$ cat config.mk
export PLATFORM = sky130hd
export DESIGN_NAME = alu_seq
export DESIGN_NICKNAME = d
export VERILOG_FILES = /design/src/rtl/alu_seq.sv
export SDC_FILE = /design/constraint.sdc
export NUM_CORES = 1
export LEC_CHECK = 0
export CAP_MARGIN = 20
export CORE_MARGIN = 5
export CORE_UTILIZATION = 45
export CTS_CLUSTER_SIZE = 16
export DETAILED_ROUTE_END_ITERATION = 10
export GPL_TIMING_DRIVEN = 0
export HOLD_SLACK_MARGIN = 0.15
export PLACE_DENSITY = 0.71
export SYNTH_ARGS = -nofsm -noshare
export SYNTH_HDL_FRONTEND = slang
export SYNTH_SLANG_ARGS = --single-unit
$ cat constraint.sdc
create_clock -name PHI2 -period 4.7 [get_ports PHI2]
set_input_delay 0.94 -clock PHI2 [delete_from_list [all_inputs] [get_ports PHI2]]
set_output_delay 0.94 -clock PHI2 [all_outputs]
set_load 0.005 [all_outputs]
$ cat src/rtl/alu_seq.sv
`default_nettype none
// ============================================================================
// Module   : alu_seq
// Purpose  : Multi-cycle ALU with BCD adjust, serial right shifter, accumulator
// Revision : 1.0 - initial release
// ============================================================================
module alu_seq #(
  parameter int WIDTH = 8,
  parameter int SHW   = 3
) (
  input  logic             PHI2,
  input  logic             RES,
  input  logic             START,
  input  logic [2:0]       OP,
  input  logic [WIDTH-1:0] AI,
  input  logic [WIDTH-1:0] BI,
  input  logic             CI,
  input  logic             DEC,
  input  logic [SHW-1:0]   SHCNT,
  input  logic             ACLD,
  output logic             BUSY,
  output logic             DONE,
  output logic [WIDTH-1:0] RESULT,
  output logic [WIDTH-1:0] AC,
  output logic             ACR,
  output logic             AVR,
  output logic             ZR
);

  localparam int NNIB = WIDTH / 4;

  localparam logic [2:0] OP_AND  = 3'b000;
  localparam logic [2:0] OP_EOR  = 3'b001;
  localparam logic [2:0] OP_OR   = 3'b010;
  localparam logic [2:0] OP_SRS  = 3'b011;
  localparam logic [2:0] OP_SUM  = 3'b100;
  localparam logic [2:0] OP_DSUB = 3'b101;
  localparam logic [2:0] OP_SHRN = 3'b110;

  typedef enum logic [1:0] {
    S_IDLE = 2'd0,
    S_EXEC = 2'd1,
    S_ADJ  = 2'd2,
    S_SHF  = 2'd3
  } state_t;

  state_t           state_q, state_d;
  logic [2:0]       op_q, op_d;
  logic [WIDTH-1:0] a_q, a_d, b_q, b_d;
  logic             ci_q, ci_d, dec_q, dec_d, acld_q, acld_d;
  logic [SHW-1:0]   cnt_q, cnt_d;
  // sum_q holds the binary sum during ADJ and the shift register during SHF
  logic [WIDTH-1:0] sum_q, sum_d;
  logic [NNIB-1:0]  hc_q, hc_d;
  logic             cy_q, cy_d, ov_q, ov_d;
  logic [WIDTH-1:0] result_q, result_d, ac_q, ac_d;
  logic             acr_q, acr_d, avr_q, avr_d, zr_q, zr_d, done_q, done_d;

  logic [WIDTH-1:0] b_eff, bin_sum, adj, res_c, shv;
  logic [NNIB-1:0]  bin_hc;
  logic             bin_cy, bin_ov, nc, dc, dca, cmpl, acr_c, avr_c;
  logic [4:0]       nsum, v;

  always_comb begin
    state_d  = state_q;
    op_d     = op_q;
    a_d      = a_q;
    b_d      = b_q;
    ci_d     = ci_q;
    dec_d    = dec_q;
    acld_d   = acld_q;
    cnt_d    = cnt_q;
    sum_d    = sum_q;
    hc_d     = hc_q;
    cy_d     = cy_q;
    ov_d     = ov_q;
    result_d = result_q;
    ac_d     = ac_q;
    acr_d    = acr_q;
    avr_d    = avr_q;
    zr_d     = zr_q;
    done_d   = 1'b0;
    cmpl     = 1'b0;
    res_c    = '0;
    acr_c    = 1'b0;
    avr_c    = 1'b0;
    adj      = '0;
    dc       = 1'b0;
    dca      = 1'b0;
    v        = '0;
    nc       = ci_q;
    nsum     = '0;
    bin_hc   = '0;
    shv      = {ci_q, sum_q[WIDTH-1:1]};

    b_eff = (op_q == OP_DSUB) ? ~b_q : b_q;
    {bin_cy, bin_sum} = {1'b0, a_q} + {1'b0, b_eff} + {{WIDTH{1'b0}}, ci_q};
    bin_ov = (a_q[WIDTH-1] == b_eff[WIDTH-1]) && (bin_sum[WIDTH-1] != a_q[WIDTH-1]);
    for (int k = 0; k < NNIB; k++) begin
      nsum      = {1'b0, a_q[4*k +: 4]} + {1'b0, b_eff[4*k +: 4]} + {4'b0000, nc};
      nc        = nsum[4];
      bin_hc[k] = nsum[4];
    end

    // Only the carry created by a +6 correction propagates; binary carries
    // are already folded into the stored sum.
    for (int k = 0; k < NNIB; k++) begin
      if (op_q == OP_SUM) begin
        v = {1'b0, sum_q[4*k +: 4]} + {4'b0000, dc};
        if (hc_q[k] || (v > 5'd9)) v = v + 5'd6;
        adj[4*k +: 4] = v[3:0];
        dc  = v[4];
        dca = hc_q[k] | v[4];
      end else begin
        adj[4*k +: 4] = hc_q[k] ? sum_q[4*k +: 4] : (sum_q[4*k +: 4] - 4'd6);
      end
    end

    case (state_q)
      S_IDLE: begin
        if (START) begin
          op_d    = OP;
          a_d     = AI;
          b_d     = BI;
          ci_d    = CI;
          dec_d   = DEC;
          cnt_d   = SHCNT;
          acld_d  = ACLD;
          state_d = S_EXEC;
        end
      end
      S_EXEC: begin
        case (op_q)
          OP_AND: begin cmpl = 1'b1; res_c = a_q & b_q; end
          OP_EOR: begin cmpl = 1'b1; res_c = a_q ^ b_q; end
          OP_OR:  begin cmpl = 1'b1; res_c = a_q | b_q; end
          OP_SRS: begin
            cmpl  = 1'b1;
            res_c = {ci_q, a_q[WIDTH-1:1]};
            acr_c = a_q[0];
          end
          OP_SUM, OP_DSUB: begin
            if (dec_q) begin
              sum_d   = bin_sum;
              hc_d    = bin_hc;
              cy_d    = bin_cy;
              ov_d    = bin_ov;
              state_d = S_ADJ;
            end else begin
              cmpl  = 1'b1;
              res_c = bin_sum;
              acr_c = bin_cy;
              avr_c = bin_ov;
            end
          end
          OP_SHRN: begin
            if (cnt_q == '0) begin
              cmpl  = 1'b1;
              res_c = a_q;
            end else begin
              sum_d   = a_q;
              state_d = S_SHF;
            end
          end
          default: cmpl = 1'b1;
        endcase
      end
      S_ADJ: begin
        cmpl  = 1'b1;
        res_c = adj;
        acr_c = (op_q == OP_SUM) ? dca : cy_q;
        avr_c = ov_q;
      end
      S_SHF: begin
        sum_d = shv;
        cnt_d = cnt_q - SHW'(1);
        if (cnt_q == SHW'(1)) begin
          cmpl  = 1'b1;
          res_c = shv;
          acr_c = sum_q[0];
        end
      end
      default: state_d = S_IDLE;
    endcase

    if (cmpl) begin
      result_d = res_c;
      acr_d    = acr_c;
      avr_d    = avr_c;
      zr_d     = (res_c == '0);
      done_d   = 1'b1;
      state_d  = S_IDLE;
      if (acld_q) ac_d = res_c;
    end
  end

  always_ff @(posedge PHI2) begin
    if (RES) begin
      state_q  <= S_IDLE;
      op_q     <= '0;
      a_q      <= '0;
      b_q      <= '0;
      ci_q     <= 1'b0;
      dec_q    <= 1'b0;
      acld_q   <= 1'b0;
      cnt_q    <= '0;
      sum_q    <= '0;
      hc_q     <= '0;
      cy_q     <= 1'b0;
      ov_q     <= 1'b0;
      result_q <= '0;
      ac_q     <= '0;
      acr_q    <= 1'b0;
      avr_q    <= 1'b0;
      zr_q     <= 1'b0;
      done_q   <= 1'b0;
    end else begin
      state_q  <= state_d;
      op_q     <= op_d;
      a_q      <= a_d;
      b_q      <= b_d;
      ci_q     <= ci_d;
      dec_q    <= dec_d;
      acld_q   <= acld_d;
      cnt_q    <= cnt_d;
      sum_q    <= sum_d;
      hc_q     <= hc_d;
      cy_q     <= cy_d;
      ov_q     <= ov_d;
      result_q <= result_d;
      ac_q     <= ac_d;
      acr_q    <= acr_d;
      avr_q    <= avr_d;
      zr_q     <= zr_d;
      done_q   <= done_d;
    end
  end

  assign BUSY   = (state_q != S_IDLE);
  assign DONE   = done_q;
  assign RESULT = result_q;
  assign AC     = ac_q;
  assign ACR    = acr_q;
  assign AVR    = avr_q;
  assign ZR     = zr_q;

endmodule
`default_nettype wire

Word level (Yosys, flattened, before mapping)

Index checks and enable logic that the tools add are counted.

Order comparisons: 2
Equality and inequality tests: 16
Bitwise logic cells: 5
Mux-type cells: 39
Reduce and logical (&&, ||, !) cells: 19
Add/sub/neg operators: 12

Operator list:

| cell                                                               | count |
|---|---|
| 8-bit two-way mux                                                  | 6 |
| 8-bit one-hot mux with 6 select lines                              | 1 |
| 8-bit one-hot mux with 2 select lines                              | 2 |
| 8-bit one-hot mux with 3 select lines                              | 1 |
| 4-bit two-way mux                                                  | 4 |
| 5-bit two-way mux                                                  | 3 |
| 4-bit by 4-bit adder with 5-bit output                             | 2 |
| 5-bit by 1-bit adder with 5-bit output                             | 2 |
| 1-bit two-way mux                                                  | 10 |
| 8-bit by 8-bit adder with 9-bit output                             | 1 |
| 9-bit by 1-bit adder with 9-bit output                             | 1 |
| 3-bit == test, second input constant                               | 3 |
| 8-bit bitwise AND                                                  | 1 |
| 8-bit zero test                                                    | 1 |
| 8-bit NOT                                                          | 1 |
| 8-bit OR                                                           | 1 |
| 2-bit one-hot mux with 2 select lines                              | 2 |
| 2-bit nonzero test                                                 | 4 |
| 4-bit by 3-bit subtractor with 4-bit output, second input constant | 2 |
| 8-bit XOR                                                          | 1 |
| 3-bit by 1-bit == test with 1-bit output, second input constant    | 2 |
| 3-bit by 2-bit == test with 1-bit output, second input constant    | 2 |
| 3-bit zero test                                                    | 2 |
| 2-bit two-way mux                                                  | 3 |
| 26 further kinds                                                   | 35 |

Register bits after elaboration: 59
Output and inout bits: 21

Depth between registers and ports, before layout

Word-level depth: 12
Gate-level depth with buffers: 17
Mapped depth without buffers: 14

Worst setup path after synthesis

No wires, ideal clock.

Kind: register to register
Start point: reg op_q[2]
End point: reg zr_q (netlist: ZR)
Stages on the path, launching flop included: 18
Library setup time: 0.060 ns
Data arrival time: 4.025 ns
Required time: 4.640 ns
Buffers on the path: 3
Period minus slack after synthesis: 4.085 ns
Path slack: 0.615 ns
Cells stage by stage: dfxtp_1 -> buf_4 -> inv_1 -> clkbuf_1 -> or3_1 -> clkbuf_1 -> xnor2_1 -> fa_1 -> inv_1 -> fa_1 -> a311oi_1 -> fa_1 -> nor2_1 -> a221o_1 -> a222oi_1 -> and3_1 -> and4b_1 -> a41o_1

Longest elaborated chain between the ends: 10

Ends and longest elaborated chain:

| element                                                                         | line | source |
|---|---|---|
| start, declared                                                                 | 48   | `logic [2:0] op_q, op_d;` |
| start signal, assigned                                                          | 219  | `op_q <= op_d;` |
| branches (longest 10 deep; another with 8-bit by 8-bit adder with 9-bit output) | -    |  |
| end signal, assigned                                                            | 234  | `zr_q <= zr_d;` |
| end, declared                                                                   | 57   | `logic acr_q, acr_d, avr_q, avr_d, zr_q, zr_d, done_q, done_d;` |

Parallel ways; which one is timed is not known. The select of a mux whose other input is x is not followed.
A chain may end at the register's enable or synchronous reset.

Worst setup path in the final report

Same ends and word-level chain as after synthesis.

==> impl_results.md <==
* Clk slew on worst S/H paths at 0.08 ns
* Multi-input gate area at 2780 µm²
* Max cap viols at 0
* GPL Wtd Cong at 0.912
* Initial antenna violation count at 0
* Seq/Total Area, Yosys at 27.5%
* Yosys cell types at 68
* CP startpoint kind: flip-flop
* Vias per Instance at 5.69
* Slowest-stage cell, CP: or3_4
* Top Ports at 49
* Setup TNS at 0 ns
* Worst setup EP type: flip-flop
* Tcrit/Tclk final at 94.1%
* Final Max Tran Viols at 0
* Async S/R FF share, synth at 0%
* First-pass GRT wire length at 20300 µm
* CTS tree: built
* Die area at 11600 µm²
* HP Start: ov_q$_SDFFE_PP0P_
* Storage cell area at 1180 µm²
* Mapped Cells at 539
* RSZ-0062 raised after global routing: no
* Syn Nets at 607
* Seq cells post-synth at 59
* YS warnings at 0
* Tmin final at 4.42 ns
* Leakage at 2.02 nW
* Post-route ant nets at 0
* P_int at 1.08 mW
* Vias in the first global route at 4033
* DRC at 0
* Clock root cell: clkbuf_8
* Synthesis-to-finish area growth at 20.9%
* Worst rel slew slack at 37.2%
* Clock power frac at 32.8%
* Global-route usage over all layers at 22.0%
* Die H at 108 µm
* EDFF count, synth at 0
* Mapped cell area at 4290 µm²
* Outcome: finished, final reports clean
* Worst-skew pair later-pin latency at 0.36 ns
* Required time of the critical path at 4.96 ns
* Post-layout util at 55.8%
* Final setup fails at 0
* Critical path origin: op_q[2]$_SDFFE_PP0P_
* Cell taking the most area after synthesis: dfxtp_1
* Initial Util at 46.2%
* Syn Area/Cell at 7.96 µm²
* Clock Skew at 0.00933 ns
* Hold Path Class: flip-flop to flip-flop
* Switch Pwr at 0.577 mW
* Worst R2R Start: op_q[2]$_SDFFE_PP0P_
* Placeable core region at 9280 µm²
* Nets at 667
* Total Power at 1.65 mW
* Critical path class: flip-flop to flip-flop
* Global route total overflow at 0
* Top FF cell, synth: dfxtp_1
* Clk buf depth at 2
* Die W at 108 µm
* Clock Sink Count at 59
* Cell mode on critical path: fa_1
* Pre-antenna DRT Iters at 5
* Vias at 4171
* Initial drt markers at 275
* Detailed placement HPWL at 9320 µm
* Fin. Hold Viols at 0
* Buffers on Ports at 48
* Max H-tree Level at 3
* WL/cell at 16.5 µm
* Placed Area at 4940 µm²
* Worst vdd ir at 0.159 mV
* CP max FO at 10
* Layout cell share with drive strength beyond 1 at 6.46%
* Dpl cells at 716
* TritonCTS Buffers at 9
* Worst EP arrival at 4.68 ns
* Max Clock Freq at 226 MHz
* Worst-Margin Slew at 0.935 ns
* Synth top area share at 27.5%
* # diodes at 0
* FILL cells at 881
* Post-route cell area at 5180 µm²
* Largest net degree at the start of global routing at 13
* Cell family with most CP delay: adder cells
* PwrDens at 319 nW/µm²
* Layout Cells excl Fill at 733
* Crit-path max cell delay at 0.54 ns
* Power share of the combinational group at 31.4%
* Sequential group share of total power at 35.8%
* Rows at 35
* Sw Share at 34.9%
* Ranking of synthesized cells by area: dfxtp_1, ha_1, nand2_1, a21oi_1, nor2_1
* Total Routed Length at 12100 µm
* Crit-path cells: buf_4, inv_1, clkbuf_1, or3_4, xnor2_1, fa_1, inv_1, fa_1, a311oi_2, fa_1, nor2_1, a221o_1, a222oi_1, buf_4, and3_1, and4b_1, a41o_1
* Crit path buffers/inverters at 5
-- power by group through the flow --
stage	Sequential (mW)	Clock [mW]	Combinational, mW
finish	0.592	0.543	0.519
global route	0.599	0.577	0.578
CTS	0.591	0.547	0.514
detailed placement	0.603	0	0.507
global placement	0.600	0	0.495
floorplan	0.590	0	0.345
-- area by class of cell --
class | instances | share of cell area, %
buffer | 31 | 3.23
inverter | 44 | 3.28
timing repair buffer | 50 | 9.56
sequential | 59 | 22.8
clock buffer | 9 | 2.39
clock inverter | 7 | 1.93
multi-input combinational | 404 | 53.7
tap | 129 | 3.11
-- kinds of logic (layout without fill, tap and decap cells) --
kind of cell | after synthesis | after routing | synth area share, %
AND/OR/NAND/NOR | 188 | 188 | 20.2
AO/OA/AOI/OAI | 146 | 146 | 22.6
buffers and inverters | 76 | 141 | 7.96
flip-flops | 59 | 59 | 27.5
adder cells (fa/ha/maj) | 40 | 40 | 12.2
XOR/XNOR | 16 | 16 | 3.27
multiplexers | 14 | 14 | 6.18
-- path summary, 6_finish.rpt --
kind                        to  slack, ns  cells past startpoint
max reg2reg    ZR$_SDFFE_PP0P_       0.28                     17
min reg2reg  ov_q$_SDFFE_PP0P_       0.48                      2
max            ZR$_SDFFE_PP0P_       0.28                     17
min          ov_q$_SDFFE_PP0P_       0.48                      2
-- cells in the mapped netlist (4+ instances only) --
cell type and instances:
o21ai_0 15, mux2i_1 4, and2_1 5, ha_1 37
o211ai_1 5, a22oi_1 4, xnor2_1 15, dfxtp_1 59
nor2_1 56, a31oi_1 8, buf_6 4, nor4_1 4
nand2_1 72, inv_1 42, nand2b_1 6, mux4_1 6
a22o_1 4, a211oi_1 22, nand3_1 8, clkbuf_1 21
a21oi_1 51, nor3_1 10
-- routing by layer --
layer	wire length, µm	track usage [%]	vias up
li1	-	-	2047
met1	5220	28.8	1938
met2	5850	36.9	157
met3	789	4.44	29
met4	269	5.86	0
met5	0	0	-
-- state kept, by name, indices dropped and copies added, names as in the netlist, 2 cells and up --
name / flops
hc_q: 2
op_q: 3
b_q: 8
AC: 8
cnt_q: 3
a_q: 8
RESULT: 8
state_q: 2
sum_q: 8
-- cell usage in the layout, fill, tap and decap left out, types with 3 or more instances in the layout --
| master | synthesis | layout |
|---|---|---|
| nor4_1 | 4 | 3 |
| dfxtp_1 | 59 | 59 |
| inv_6 | 1 | 3 |
| o21ai_0 | 15 | 15 |
| a22oi_1 | 4 | 4 |
| nor2b_1 | 3 | 3 |
| o211ai_1 | 5 | 5 |
| a22o_1 | 4 | 4 |
| a221oi_1 | 3 | 3 |
| nand2_1 | 72 | 72 |
| a21o_1 | 3 | 3 |
| nor3_1 | 10 | 10 |
| a2111oi_0 | 3 | 3 |
| a31oi_1 | 8 | 8 |
| clkbuf_1 | 21 | 20 |
| a221o_1 | 3 | 3 |
| inv_1 | 42 | 42 |
| or3b_2 | 3 | 3 |
| xnor2_1 | 15 | 15 |
| a21oi_1 | 51 | 51 |
| buf_6 | 4 | 4 |
| clkdlybuf4s50_1 | 0 | 48 |
| nor2_1 | 56 | 56 |
| a211o_1 | 3 | 3 |
| mux2i_1 | 4 | 4 |
| and2_1 | 5 | 5 |
| nand4_1 | 3 | 3 |
| ha_1 | 37 | 37 |
| fa_1 | 3 | 3 |
| nand3_1 | 8 | 8 |
| buf_4 | 3 | 5 |
| mux4_1 | 6 | 6 |
| a211oi_1 | 22 | 22 |
| clkbuf_8 | 0 | 9 |
| nand3b_1 | 3 | 3 |
| nand2b_1 | 6 | 6 |
| a222oi_1 | 3 | 3 |
-- timing repair --
item	4_1_cts	5_1_grt
pin swaps	1	0
gates cloned	0	0
hold buffers	0	0
setup buffers	2	0
resized for setup	1	1
endpoints found under the setup margin	3	1
-- through the flow --
stage,setup WS [ns],hold WS [ns]
2_1_floorplan,0.615,0.432
3_3_place_gp,-0.336,0.460
3_5_place_dp,-0.366,0.461
4_1_cts,0.141,0.477
5_1_grt,0.0863,0.503
6_report,0.278,0.480
-- worst register-to-register path, stage by stage, from the launching register on --
cell	delay, ns
dfxtp_1	0.31
buf_4	0.16
inv_1	0.11
clkbuf_1	0.25
or3_4	0.54
xnor2_1	0.20
fa_1	0.24
inv_1	0.07
fa_1	0.43
a311oi_2	0.44
fa_1	0.53
nor2_1	0.12
a221o_1	0.14
a222oi_1	0.09
buf_4	0.17
and3_1	0.13
and4b_1	0.19
a41o_1	0.22
No activity file was read; power rests on OpenSTA's default activity.
